$ cat config.mk
export PLATFORM = sky130hd
export DESIGN_NAME = notification_arbiter_flat
export DESIGN_NICKNAME = d
export VERILOG_FILES = /design/src/rtl/notification_arbiter_if.sv /design/src/rtl/notification_arbiter.sv /design/src/flat_wrapper.sv
export SDC_FILE = /design/constraint.sdc
export NUM_CORES = 1
export LEC_CHECK = 0
export BUFFER_PORTS_ARGS = -buffer_cell sky130_fd_sc_hd__buf_4
export CAP_MARGIN = 10
export CORE_MARGIN = 2
export CORE_UTILIZATION = 27
export DETAILED_ROUTE_END_ITERATION = 7
export GPL_ROUTABILITY_DRIVEN = 0
export PLACE_DENSITY = 0.47
export SLEW_MARGIN = 10
export SYNTH_ARGS = -nofsm -noshare
export SYNTH_HDL_FRONTEND = slang
export SYNTH_SLANG_ARGS = --single-unit
$ cat constraint.sdc
create_clock -name S_AXI_ACLK -period 4.7 [get_ports S_AXI_ACLK]
set_input_delay 0.235 -clock S_AXI_ACLK [delete_from_list [all_inputs] [get_ports S_AXI_ACLK]]
set_output_delay 0.235 -clock S_AXI_ACLK [all_outputs]
set_load 0.02 [all_outputs]
$ cat src/rtl/notification_arbiter_if.sv
// Bundle of requester-side and downstream-side signals of the notification arbiter.
interface notification_arbiter_if #(
   parameter int unsigned NUM_REQ            = 2,
   parameter int unsigned C_S_AXI_ID_WIDTH   = 1,
   parameter int unsigned CHANNEL_ADDR_WIDTH = 34,
   parameter int unsigned BEATS              = 4,
   parameter int unsigned QUEUE_LENGTH       = 8
) ();
   localparam int unsigned OFFW = (BEATS > 1) ? $clog2(BEATS) : 1;
   localparam int unsigned CRW  = $clog2(QUEUE_LENGTH + 1);
   localparam int unsigned GW   = (NUM_REQ > 1) ? $clog2(NUM_REQ) : 1;

   logic [NUM_REQ*CHANNEL_ADDR_WIDTH-1:0] req_addr;
   logic [NUM_REQ*C_S_AXI_ID_WIDTH-1:0]   req_id;
   logic [NUM_REQ*OFFW-1:0]               req_offset;
   logic [NUM_REQ-1:0]                    req_valid;
   logic [NUM_REQ-1:0]                    req_ready;

   logic [CHANNEL_ADDR_WIDTH-1:0]         availability_notification_addr;
   logic [C_S_AXI_ID_WIDTH-1:0]           availability_notification_id;
   logic [OFFW-1:0]                       availability_notification_offset;
   logic                                  availability_notification_valid;

   logic                                  transaction_done;
   logic [CRW-1:0]                        credits;
   logic [GW-1:0]                         last_grant;
   logic                                  overflow_err;

   // Requesters and the downstream queue side.
   modport master (
      output req_addr, req_id, req_offset, req_valid, transaction_done,
      input  req_ready, availability_notification_addr, availability_notification_id,
             availability_notification_offset, availability_notification_valid,
             credits, last_grant, overflow_err
   );

   // The arbiter itself.
   modport slave (
      input  req_addr, req_id, req_offset, req_valid, transaction_done,
      output req_ready, availability_notification_addr, availability_notification_id,
             availability_notification_offset, availability_notification_valid,
             credits, last_grant, overflow_err
   );
endinterface

$ cat src/rtl/notification_arbiter.sv
// Round-robin arbiter that forwards one buffered line-availability notification
// per cycle into a credit-limited downstream queue.
module notification_arbiter #(
   parameter int unsigned NUM_REQ            = 2,
   parameter int unsigned C_S_AXI_ID_WIDTH   = 1,
   parameter int unsigned CHANNEL_ADDR_WIDTH = 34,
   parameter int unsigned BEATS              = 4,
   parameter int unsigned QUEUE_LENGTH       = 8
) (
   input  logic                 S_AXI_ACLK,
   input  logic                 S_AXI_ARESETN,
   notification_arbiter_if.slave bus
);
   localparam int unsigned AW   = CHANNEL_ADDR_WIDTH;
   localparam int unsigned IW   = C_S_AXI_ID_WIDTH;
   localparam int unsigned OFFW = (BEATS > 1) ? $clog2(BEATS) : 1;
   localparam int unsigned CRW  = $clog2(QUEUE_LENGTH + 1);
   localparam int unsigned GW   = (NUM_REQ > 1) ? $clog2(NUM_REQ) : 1;

   logic            r_full [NUM_REQ];
   logic [AW-1:0]   r_addr [NUM_REQ];
   logic [IW-1:0]   r_id   [NUM_REQ];
   logic [OFFW-1:0] r_off  [NUM_REQ];

   logic [AW-1:0]   r_na_addr;
   logic [IW-1:0]   r_na_id;
   logic [OFFW-1:0] r_na_off;
   logic            r_na_valid;
   logic [CRW-1:0]  r_credits;
   logic [GW-1:0]   r_last;
   logic            r_ovf;

   logic [GW-1:0]   w_gidx;
   logic            w_found;
   logic            w_grant;
   int              w_idx;

   // Round-robin pick: first full buffer after the last granted index.
   always_comb begin
      w_found = 1'b0;
      w_gidx  = '0;
      w_idx   = 0;
      for (int k = 1; k <= int'(NUM_REQ); k++) begin
         w_idx = (int'(r_last) + k) % int'(NUM_REQ);
         if (!w_found && r_full[GW'(w_idx)]) begin
            w_found = 1'b1;
            w_gidx  = GW'(w_idx);
         end
      end
      w_grant = w_found && (r_credits != '0);
   end

   for (genvar gi = 0; gi < NUM_REQ; gi++) begin : g_buf
      assign bus.req_ready[gi] = ~r_full[gi];

      // Single-entry buffer: load when empty, drain on its own grant.
      always_ff @(posedge S_AXI_ACLK or negedge S_AXI_ARESETN) begin
         if (!S_AXI_ARESETN) begin
            r_full[gi] <= 1'b0;
            r_addr[gi] <= '0;
            r_id[gi]   <= '0;
            r_off[gi]  <= '0;
         end else if (!r_full[gi]) begin
            if (bus.req_valid[gi]) begin
               r_full[gi] <= 1'b1;
               r_addr[gi] <= bus.req_addr[gi*AW +: AW];
               r_id[gi]   <= bus.req_id[gi*IW +: IW];
               r_off[gi]  <= bus.req_offset[gi*OFFW +: OFFW];
            end
         end else if (w_grant && (w_gidx == GW'(gi))) begin
            r_full[gi] <= 1'b0;
         end
      end
   end

   // Notification output register, grant pointer and downstream credit tracking.
   always_ff @(posedge S_AXI_ACLK or negedge S_AXI_ARESETN) begin
      if (!S_AXI_ARESETN) begin
         r_na_valid <= 1'b0;
         r_na_addr  <= '0;
         r_na_id    <= '0;
         r_na_off   <= '0;
         r_credits  <= CRW'(QUEUE_LENGTH);
         r_last     <= GW'(NUM_REQ - 1);
         r_ovf      <= 1'b0;
      end else begin
         r_na_valid <= w_grant;
         if (w_grant) begin
            r_na_addr <= r_addr[w_gidx];
            r_na_id   <= r_id[w_gidx];
            r_na_off  <= r_off[w_gidx];
            r_last    <= w_gidx;
         end
         if (w_grant && !bus.transaction_done) begin
            r_credits <= r_credits - CRW'(1);
         end else if (!w_grant && bus.transaction_done) begin
            // A pop with the queue already empty is a protocol error, not a credit.
            if (r_credits == CRW'(QUEUE_LENGTH)) begin
               r_ovf <= 1'b1;
            end else begin
               r_credits <= r_credits + CRW'(1);
            end
         end
      end
   end

   assign bus.availability_notification_addr   = r_na_addr;
   assign bus.availability_notification_id     = r_na_id;
   assign bus.availability_notification_offset = r_na_off;
   assign bus.availability_notification_valid  = r_na_valid;
   assign bus.credits                          = r_credits;
   assign bus.last_grant                       = r_last;
   assign bus.overflow_err                     = r_ovf;
endmodule
$ cat src/flat_wrapper.sv
// flat-port wrapper written by rule: the top's interface ports become plain ports
module notification_arbiter_flat 
#(
   parameter int unsigned NUM_REQ            = 2,
   parameter int unsigned C_S_AXI_ID_WIDTH   = 1,
   parameter int unsigned CHANNEL_ADDR_WIDTH = 34,
   parameter int unsigned BEATS              = 4,
   parameter int unsigned QUEUE_LENGTH       = 8
)
  (S_AXI_ACLK, S_AXI_ARESETN, bus_req_addr, bus_req_id, bus_req_offset, bus_req_valid, bus_transaction_done, bus_req_ready, bus_availability_notification_addr, bus_availability_notification_id, bus_availability_notification_offset, bus_availability_notification_valid, bus_credits, bus_last_grant, bus_overflow_err);
  notification_arbiter_if #(.NUM_REQ(NUM_REQ), .C_S_AXI_ID_WIDTH(C_S_AXI_ID_WIDTH), .CHANNEL_ADDR_WIDTH(CHANNEL_ADDR_WIDTH), .BEATS(BEATS), .QUEUE_LENGTH(QUEUE_LENGTH)) bus_i ();
  input  logic S_AXI_ACLK;
  input  logic S_AXI_ARESETN;
  input wire logic [$bits(bus_i.req_addr)-1:0] bus_req_addr;
  input wire logic [$bits(bus_i.req_id)-1:0] bus_req_id;
  input wire logic [$bits(bus_i.req_offset)-1:0] bus_req_offset;
  input wire logic [$bits(bus_i.req_valid)-1:0] bus_req_valid;
  input wire logic [$bits(bus_i.transaction_done)-1:0] bus_transaction_done;
  output wire logic [$bits(bus_i.req_ready)-1:0] bus_req_ready;
  output wire logic [$bits(bus_i.availability_notification_addr)-1:0] bus_availability_notification_addr;
  output wire logic [$bits(bus_i.availability_notification_id)-1:0] bus_availability_notification_id;
  output wire logic [$bits(bus_i.availability_notification_offset)-1:0] bus_availability_notification_offset;
  output wire logic [$bits(bus_i.availability_notification_valid)-1:0] bus_availability_notification_valid;
  output wire logic [$bits(bus_i.credits)-1:0] bus_credits;
  output wire logic [$bits(bus_i.last_grant)-1:0] bus_last_grant;
  output wire logic [$bits(bus_i.overflow_err)-1:0] bus_overflow_err;
  assign bus_i.req_addr = bus_req_addr;
  assign bus_i.req_id = bus_req_id;
  assign bus_i.req_offset = bus_req_offset;
  assign bus_i.req_valid = bus_req_valid;
  assign bus_i.transaction_done = bus_transaction_done;
  assign bus_req_ready = bus_i.req_ready;
  assign bus_availability_notification_addr = bus_i.availability_notification_addr;
  assign bus_availability_notification_id = bus_i.availability_notification_id;
  assign bus_availability_notification_offset = bus_i.availability_notification_offset;
  assign bus_availability_notification_valid = bus_i.availability_notification_valid;
  assign bus_credits = bus_i.credits;
  assign bus_last_grant = bus_i.last_grant;
  assign bus_overflow_err = bus_i.overflow_err;
  notification_arbiter #(.NUM_REQ(NUM_REQ), .C_S_AXI_ID_WIDTH(C_S_AXI_ID_WIDTH), .CHANNEL_ADDR_WIDTH(CHANNEL_ADDR_WIDTH), .BEATS(BEATS), .QUEUE_LENGTH(QUEUE_LENGTH)) u_core (.S_AXI_ACLK(S_AXI_ACLK), .S_AXI_ARESETN(S_AXI_ARESETN), .bus(bus_i));
endmodule
==> results.txt, run 1 <==
CP required = 4.98 ns
first-pass GRT wire length = 19.1 mm
Die ar. = 0.0194 mm^2
outcome = complete, but fails checks
First DRT Iteration DRCs = 105
NumNets Final = 574
top-count cell post-synth = dfrtp_1
HP Class = primary input to asynchronous set/reset pin
CP Launch Type = register
largest family of logic cells by synthesized area = multiplexers
total wire length = 11.5 mm
Skew-Pair Late Insertion Delay = 0.41 ns
Synth Area in Simple Gates = 4.93%
crit share post-route = 52.1%
final setup margin = 2.25 ns
Remaining DRCs = 0
num ports = 125
initial cell density of the core = 27.5%
H-tree depth = 4
Tot Pwr = 5.03 mW
initial antenna violation count = 0
Synth Area in Adders = 1.01%
Clock Path Buffers = 2
CP Max Fanout = 7
top cells by count, synth = dfrtp_1, mux2_2, nand2_1
top cell type's share of synthesized area = 59.7%
Routed Antenna Nets = 0
Final Core Density = 36.8%
pwr dens = 761 mW/mm^2
Place WS = 2.26 ns
Die X = 139 um
post-synthesis sequential area ratio = 60.8%
Via density = 4.36
row count = 49
CORE AREA = 0.0180 mm^2
Avg WL per Cell = 15.7 um
Tmin final = 2.45 ns
Mapped Nets = 449
Post-CTS Hold Fix Bufs = 0
port bufs = 124
post-synthesis register bit count = 120
Avg Synthesized Cell Area = 13.5 um^2
worst ir drop on vdd = 0.379 mV
DP HPWL = 7.30 mm
Setup-failing EPs final = 0
Detailed Routing Iterations Pass 1 = 4
Final Non-Filler Cells = 731
r2r worst-path depth = 10
postcts setup bufs = 0
setup TNS = 0 ns
Placement Cell Area = 0.00608 mm^2
Synth Area in Compound Gates = 4.93%
vias = 3188
Max Transition Viols Final = 0
leak pwr = 3.08 nW
fmax = 409 MHz
clock sink count = 120
Vert. Die Dim = 139 um
failing checks = negative hold slack
TritonCTS buffer count = 17
# diodes = 0
Yosys top cell by area = dfrtp_1
clock skew = 0.00953 ns
share of flip-flops with an asynchronous set or reset = 100%
remaining global-route overflow = 0
Post-Synth XOR/XNOR Area = 0.708%
CTS root buffer = clkbuf_16
Hold WS = -0.00889 ns
share of layout cells above drive strength 1 = 47.6%
Cell Area, Synth = 0.00495 mm^2
Area contributors post-synth = dfrtp_1, mux2_2, mux2i_1
Worst-Margin Slew = 1.06 ns
Worst-path clk slew = 0.05 ns
post-synthesis mux area share = 24.6%
CTS tree = built
synth unique cells = 29
vias in the first global route = 3476
Cells after DPL = 701
design area = 0.00662 mm^2
final hold violation count = 9
Gate Count Post-Synth = 366
Worst Setup End Kind = register
RSZ-0062 raised after global routing = no
Setup Crit Path Kind = register to register
GRT Util Overall = 12.6%
Ys Warns = 0
Slew HR = 29.5%
post-cts sizing count = 0
Area growth, synth to finish = 33.8%
number of flops mapped to enable cells by yosys = 0
Max-Cap Viols = 0
worst endpoint data arrival time = 2.73 ns
Synth Flop Type = dfrtp_1
largest net degree at the start of global routing = 81
-- sequential cells by signal, summed over array words and instances, names as in the netlist --
register and cells:
u_core.bus.availability_notification_addr 34, u_core.bus.availability_notification_id 1, u_core.bus.availability_notification_offset 2, u_core.bus.availability_notification_valid 1, u_core.bus.credits 4, u_core.bus.last_grant 1, u_core.bus.overflow_err 1, u_core.r_addr 68
u_core.r_full 2, u_core.r_id 2, u_core.r_off 4
-- path summary, 6_finish.rpt --
| check | startpoint | to | slack, ns |
|---|---|---|---|
| worst max-delay path | u_core.bus.credits[0] | u_core.bus.credits[2] | 2.25 |
| worst min-delay path | S_AXI_ARESETN | u_core.r_addr[61] | -0.009 |
| worst max register to register | u_core.bus.credits[0] | u_core.bus.credits[2] | 2.25 |
| worst min register to register | u_core.bus.availability_notification_addr[27] | u_core.bus.availability_notification_addr[27] | 0.48 |
| max in group asynchronous | S_AXI_ARESETN | u_core.bus.availability_notification_addr[23] | 3.55 |
| min in group S_AXI_ACLK | bus_req_addr[67] | u_core.r_addr[33] | 0.05 |
-- critical path: stages, from the launching register on --
cell and delay (ns):
dfrtp_1 0.45, or3_4 0.44, nor2_4 0.11, nor2_4 0.06, ha_1 0.28, xor2_1 0.18, ha_1 0.19, a21oi_1 0.15
xor2_1 0.21, nor3_1 0.09, xor2_1 0.16
-- metal layers --
layer | track usage (%) | vias to the layer above | wire length, um
li1 | - | 1522 | -
met1 | 16.1 | 1570 | 5170
met2 | 19.6 | 84 | 5430
met3 | 4.40 | 12 | 660
met4 | 5.10 | 0 | 188
met5 | 0 | - | 0
-- power breakdown --
part,total [mW],internal (mW),switching [mW]
registers,1.91,1.59,0.325
logic,1.91,0.932,0.978
clock network,1.21,0.765,0.449
total,5.03,3.28,1.75
-- cell type report --
type	count	area [um^2]
Fill cell	1760	11300
Sequential cell	120	3010
Multi-Input combinational cell	219	1800
Timing Repair Buffer	128	961
Clock buffer	19	433
Tap cell	229	287
Clock inverter	11	109
Inverter	5	20.0
-- layout by cell type, fill, tap and decap left out, drive strengths merged, types with 2 or more instances in the layout --
cell type | netlist | routed
o21ai | 40 | 40
a21o | 2 | 2
nor2 | 3 | 3
nor3 | 2 | 2
mux2 | 75 | 75
nand2b | 2 | 2
dfstp | 2 | 2
xor2 | 3 | 3
nor3b | 2 | 2
buf | 14 | 128
mux2i | 37 | 37
ha | 4 | 4
a21oi | 3 | 3
dfrtp | 118 | 118
nand2 | 39 | 39
inv | 4 | 4
bufinv | 0 | 2
clkbuf | 8 | 19
clkinv | 1 | 10
nor2b | 2 | 2
-- cells by family (layout without fill, tap and decap cells) --
kind of cell | Yosys count | count (layout)
flip-flops | 120 | 120
multiplexers | 112 | 112
AND/OR/NAND/NOR | 52 | 52
AO/OA/AOI/OAI | 47 | 47
buffers and inverters | 27 | 163
adder cells (fa/ha/maj) | 4 | 4
XOR/XNOR | 4 | 4
Note: power is estimated with default switching activity, not from simulation.
==> run 2: changes to the inputs <==
--- a/config.mk
+++ b/config.mk
@@ -11,7 +11,7 @@
 export CORE_UTILIZATION = 27
 export DETAILED_ROUTE_END_ITERATION = 7
 export GPL_ROUTABILITY_DRIVEN = 0
-export PLACE_DENSITY = 0.47
+export PLACE_DENSITY = 0.49
 export SLEW_MARGIN = 10
 export SYNTH_ARGS = -nofsm -noshare
 export SYNTH_HDL_FRONTEND = slang
==> constraint.sdc (replaced) <==
create_clock -name S_AXI_ACLK -period 2.1 [get_ports S_AXI_ACLK]
set_input_delay 0.105 -clock S_AXI_ACLK [delete_from_list [all_inputs] [get_ports S_AXI_ACLK]]
set_output_delay 0.105 -clock S_AXI_ACLK [all_outputs]
set_load 0.02 [all_outputs]
==> results.txt, run 2 (synthesis gave the netlist of run 1 again) <==
outcome = finished clean
Crit Reg-Reg Startpoint = u_core.bus.credits[0]
Die ar. = 0.0194 mm^2
Hold WS = 0.0641 ns
setup TNS = 0 ns
max reg flops = 68
critical path cell sequence = or3_4, nor2_4, nor2_4, ha_4, xor2_1, ha_2, a21oi_2, xor2_1, nor3_2, xor2_1
total wire length = 11.9 mm
Max-Cap Viols = 0
most common cell after layout, fill and taps aside = buf_4
clock sink count = 120
CP required = 2.38 ns
NumNets Final = 661
First DRT Iteration DRCs = 111
Biggest register = u_core.r_addr
num ports = 125
remaining global-route overflow = 0
Worst-path clk slew = 0.05 ns
CORE AREA = 0.0180 mm^2
HP Class = primary input to register
first-pass GRT wire length = 19.9 mm
Via density = 4.33
Placement Cell Area = 0.00623 mm^2
H-tree depth = 4
r2r worst-path depth = 10
TritonCTS buffer count = 17
Skew-Pair Late Insertion Delay = 0.41 ns
worst endpoint data arrival time = 2.35 ns
Die X = 139 um
most frequent cells in the layout = buf_4, dfrtp_1, dlygate4sd3_1
clock skew = 0.00758 ns
CP Max Fanout = 5
GRT Util Overall = 13.0%
largest net degree at the start of global routing = 121
initial cell density of the core = 27.5%
Avg WL per Cell = 14.5 um
crit share post-route = 98.8%
# diodes = 0
Remaining DRCs = 0
CP Launch Type = register
vias = 3549
slowest cell delay on critical path = 0.41 ns
Detailed Routing Iterations Pass 1 = 4
hold endpoint = u_core.bus.overflow_err
row count = 49
Tmin final = 2.08 ns
min-delay src = bus_transaction_done
design area = 0.00763 mm^2
Tot Pwr = 12.0 mW
RSZ-0062 raised after global routing = yes
Routed Antenna Nets = 0
Setup-failing EPs final = 0
DP HPWL = 7.61 mm
Max Transition Viols Final = 0
Worst-Margin Slew = 0.635 ns
delay-heaviest family, CP = simple AND/OR/NAND/NOR gates
WP buf/inv = 0
Clock Path Buffers = 2
final hold violation count = 0
Setup Crit Path Kind = register to register
vias in the first global route = 3834
Worst Setup End Kind = register
Vert. Die Dim = 139 um
cell mode on critical path = xor2_1
r2r setup slk = 0.02 ns
fmax = 482 MHz
port bufs = 124
share of layout cells above drive strength 1 = 43.5%
postcts setup bufs = 0
hold path depth = 3
RR Endpoint = u_core.bus.credits[2]
CP max-delay cell = or3_4
worst ir drop on vdd = 0.848 mV
Area growth, synth to finish = 54.3%
CTS root buffer = clkbuf_16
leak pwr = 3.50 nW
initial antenna violation count = 0
Slew HR = 57.6%
pwr dens = 1570 mW/mm^2
CTS tree = built
==> run 2: worst max path at each step <==
stage / from / endpoint / slack, ns / depth (start not counted)
after floorplan: u_core.bus.credits[1] / u_core.bus.credits[2] / -0.18 / 11
after global placement: u_core.bus.credits[1] / u_core.bus.credits[2] / 0.007 / 10
after detailed placement: u_core.bus.credits[1] / u_core.bus.credits[2] / -0.05 / 10
after CTS: u_core.bus.credits[0] / u_core.bus.credits[2] / 0.009 / 10
final: u_core.bus.credits[0] / u_core.bus.credits[2] / 0.02 / 10
after global routing: u_core.bus.credits[0] / u_core.bus.credits[2] / -0.08 / 10
==> run 2: worst min-delay path, cell delays in order <==
cell    delay [ns]
buf_4         0.09
ha_1          0.14
a21o_1        0.10
==> run 2: per-layer routing <==
layer | part of all wire (%) | up-vias | track usage [%]
li1 | - | 1693 | -
met1 | 47 | 1763 | 16.7
met2 | 48 | 87 | 20.9
met3 | 4.9 | 6 | 4.23
met4 | 0.73 | 0 | 3.83
met5 | 0 | - | 0
==> run 2: stage by stage <==
step	setup WS, ns	util [%]	instances
6_report	0.0246	42.5	820
3_5_place_dp	-0.0461	34.7	712
2_1_floorplan	-0.179	-	366
3_3_place_gp	0.00736	34.7	712
5_1_grt	-0.0750	42.5	820
4_1_cts	0.00929	42.5	820
==> run 2: area by class of cell <==
class	instances	area (um^2)
fillers	1699	10300
inverters	5	20.0
clock inverters	9	145
well taps	229	287
repair buffers	215	1870
clock buffers	23	478
flip-flops and latches	120	3010
multi-input cells	219	1830
==> run 2: where the power goes <==
group          total, mW  internal [mW]  switching, mW  leakage (nW)
clock               3.05           2.07          0.977         0.311
sequential          4.20           3.55          0.652          1.42
combinational       4.76           2.40           2.36          1.77
==> run 2: repair_timing <==
| action | 4_1_cts | 5_1_grt |
|---|---|---|
| endpoints found under the hold margin | 193 | 0 |
| hold buffers | 76 | 0 |
| setup endpoints to repair | 1 | 1 |
| resized for setup | 2 | 0 |
| pin swaps | 3 | 0 |
==> run 3: changes to the inputs <==
--- a/config.mk
+++ b/config.mk
@@ -12,6 +12,7 @@
 export DETAILED_ROUTE_END_ITERATION = 7
 export GPL_ROUTABILITY_DRIVEN = 0
 export PLACE_DENSITY = 0.49
+export SETUP_SLACK_MARGIN = 0.15
 export SLEW_MARGIN = 10
 export SYNTH_ARGS = -nofsm -noshare
 export SYNTH_HDL_FRONTEND = slang
==> results.txt, run 3 (synthesis gave the netlist of run 1 again) <==
Crit Reg-Reg Startpoint = u_core.bus.credits[0]
clock skew = 0.00854 ns
First DRT Iteration DRCs = 118
Skew-Pair Late Insertion Delay = 0.41 ns
Worst-path clk slew = 0.06 ns
num ports = 125
Crit path depth = 10
pwr dens = 1560 mW/mm^2
Via density = 4.35
Remaining DRCs = 0
slowest cell delay on critical path = 0.40 ns
Biggest register = u_core.r_addr
vias = 3587
hold path depth = 3
Tmin final = 2.11 ns
Area growth, synth to finish = 54.4%
port bufs = 124
Slew HR = 58.8%
Avg WL per Cell = 15.2 um
share of layout cells above drive strength 1 = 44.5%
initial cell density of the core = 27.5%
Max Transition Viols Final = 0
CP Launch Type = register
clock share of power = 22.6%
failing checks = negative setup slack
remaining global-route overflow = 0
r2r worst-path depth = 10
final hold violation count = 0
WP buf/inv = 0
min-delay src = bus_transaction_done
largest net degree at the start of global routing = 54
Sw Ratio = 34.9%
Combinational Power Share = 42.3%
Setup-failing EPs final = 1
Vert. Die Dim = 139 um
TritonCTS buffer count = 17
Sequential Power Share = 35.1%
worst endpoint data arrival time = 2.40 ns
critical path cell sequence = or3_4, nor2_4, nor2_4, ha_4, xor2_2, ha_4, a21oi_2, xor2_1, nor3_2, xor2_1
CP Max Fanout = 2
outcome = complete, but fails checks
Final Core Density = 42.5%
Tot Pwr = 11.9 mW
Worst Setup SP = u_core.bus.credits[0]
CTS tree = built
max reg flops = 68
DP HPWL = 7.85 mm
vias in the first global route = 3883
CTS root buffer = clkbuf_16
Worst Setup End Kind = register
CP required = 2.39 ns
worst ir drop on vdd = 0.883 mV
# diodes = 0
row count = 49
crit share post-route = 101%
Psw = 4.15 mW
Hold WS = 0.0807 ns
final setup margin = -0.0147 ns
total wire length = 12.5 mm
CORE AREA = 0.0180 mm^2
Setup Crit Path Kind = register to register
Die ar. = 0.0194 mm^2
Routed Antenna Nets = 0
internal cell power = 7.75 mW
RSZ-0062 raised after global routing = yes
clock sink count = 120
Detailed Routing Iterations Pass 1 = 4
first-pass GRT wire length = 20.3 mm
Clock Path Buffers = 2
Worst-Margin Slew = 0.619 ns
NumNets Final = 665
HP Class = primary input to register
most frequent cells in the layout = buf_4, dfrtp_1, dlygate4sd3_1
Max-Cap Viols = 0
CP max-delay cell = or3_4
GRT Util Overall = 13.4%
H-tree depth = 4
initial antenna violation count = 0
fmax = 473 MHz
most common cell after layout, fill and taps aside = buf_4
delay-heaviest family, CP = simple AND/OR/NAND/NOR gates
Die X = 139 um
leak pwr = 3.50 nW
-- run 3: worst register-to-register path, cell delays in order, from the launching register on --
cell and delay (ns):
dfrtp_2 0.39, or3_4 0.40, nor2_4 0.11, nor2_4 0.05
ha_4 0.17, xor2_2 0.15, ha_4 0.16, a21oi_2 0.12
xor2_1 0.23, nor3_2 0.08, xor2_1 0.15
-- run 3: power groups by stage --
stage / Sequential (mW) / Combinational [mW] / Clock, mW
2_1_floorplan: 4.61 / 2.65 / 0
3_3_place_gp: 4.18 / 4.60 / 0
3_5_place_dp: 4.23 / 4.72 / 0
4_1_cts: 4.20 / 4.95 / 2.79
5_1_grt: 4.34 / 5.51 / 2.90
6_report: 4.18 / 5.04 / 2.68
-- run 3: per-stage QoR --
stage                     TNS (ns)  cells  worst slack [ns]  instance area [um^2]
final                      -0.0147    824           -0.0147                  7640
after global routing       -0.0874    824           -0.0804                  7640
after CTS                 -0.00847    823          -0.00847                  7580
after detailed placement    -0.208    713            -0.137                  6210
after global placement     -0.0482    713           -0.0482                  6210
after floorplan             -0.231    366            -0.179                  4970
-- run 3: final cells by class --
class | instances | area [um^2]
fillers | 1684 | 10300
flip-flops and latches | 120 | 3010
repair buffers | 219 | 1900
multi-input cells | 219 | 1880
clock buffers | 23 | 468
well taps | 229 | 287
clock inverters | 9 | 75.1
inverters | 5 | 20.0
-- run 3: path summary, 6_finish.rpt --
check | endpoint | slack [ns]
max | u_core.bus.credits[2] | -0.01
min | u_core.bus.overflow_err | 0.08
max reg2reg | u_core.bus.credits[2] | -0.01
min reg2reg | u_core.bus.availability_notification_addr[7] | 0.48
max in group asynchronous | u_core.r_addr[21] | 1.18
min in group asynchronous | u_core.bus.availability_notification_addr[28] | 0.27
-- run 3: what timing repair did --
| item | in CTS | in global routing |
|---|---|---|
| pin swaps | 6 | 5 |
| hold buffers | 76 | 0 |
| gates resized for setup | 7 | 5 |
| endpoints found under the hold margin | 116 | 0 |
| setup endpoints to repair | 5 | 4 |
| buffers inserted | 2 | 0 |
| gates cloned | 0 | 1 |
-- run 3: routing by layer --
layer / wire length (um) / vias to the layer above / track usage [%]
li1: - / 1702 / -
met1: 5720 / 1779 / 16.9
met2: 6020 / 88 / 21.6
met3: 536 / 18 / 3.85
met4: 235 / 0 / 5.48
met5: 0 / - / 0
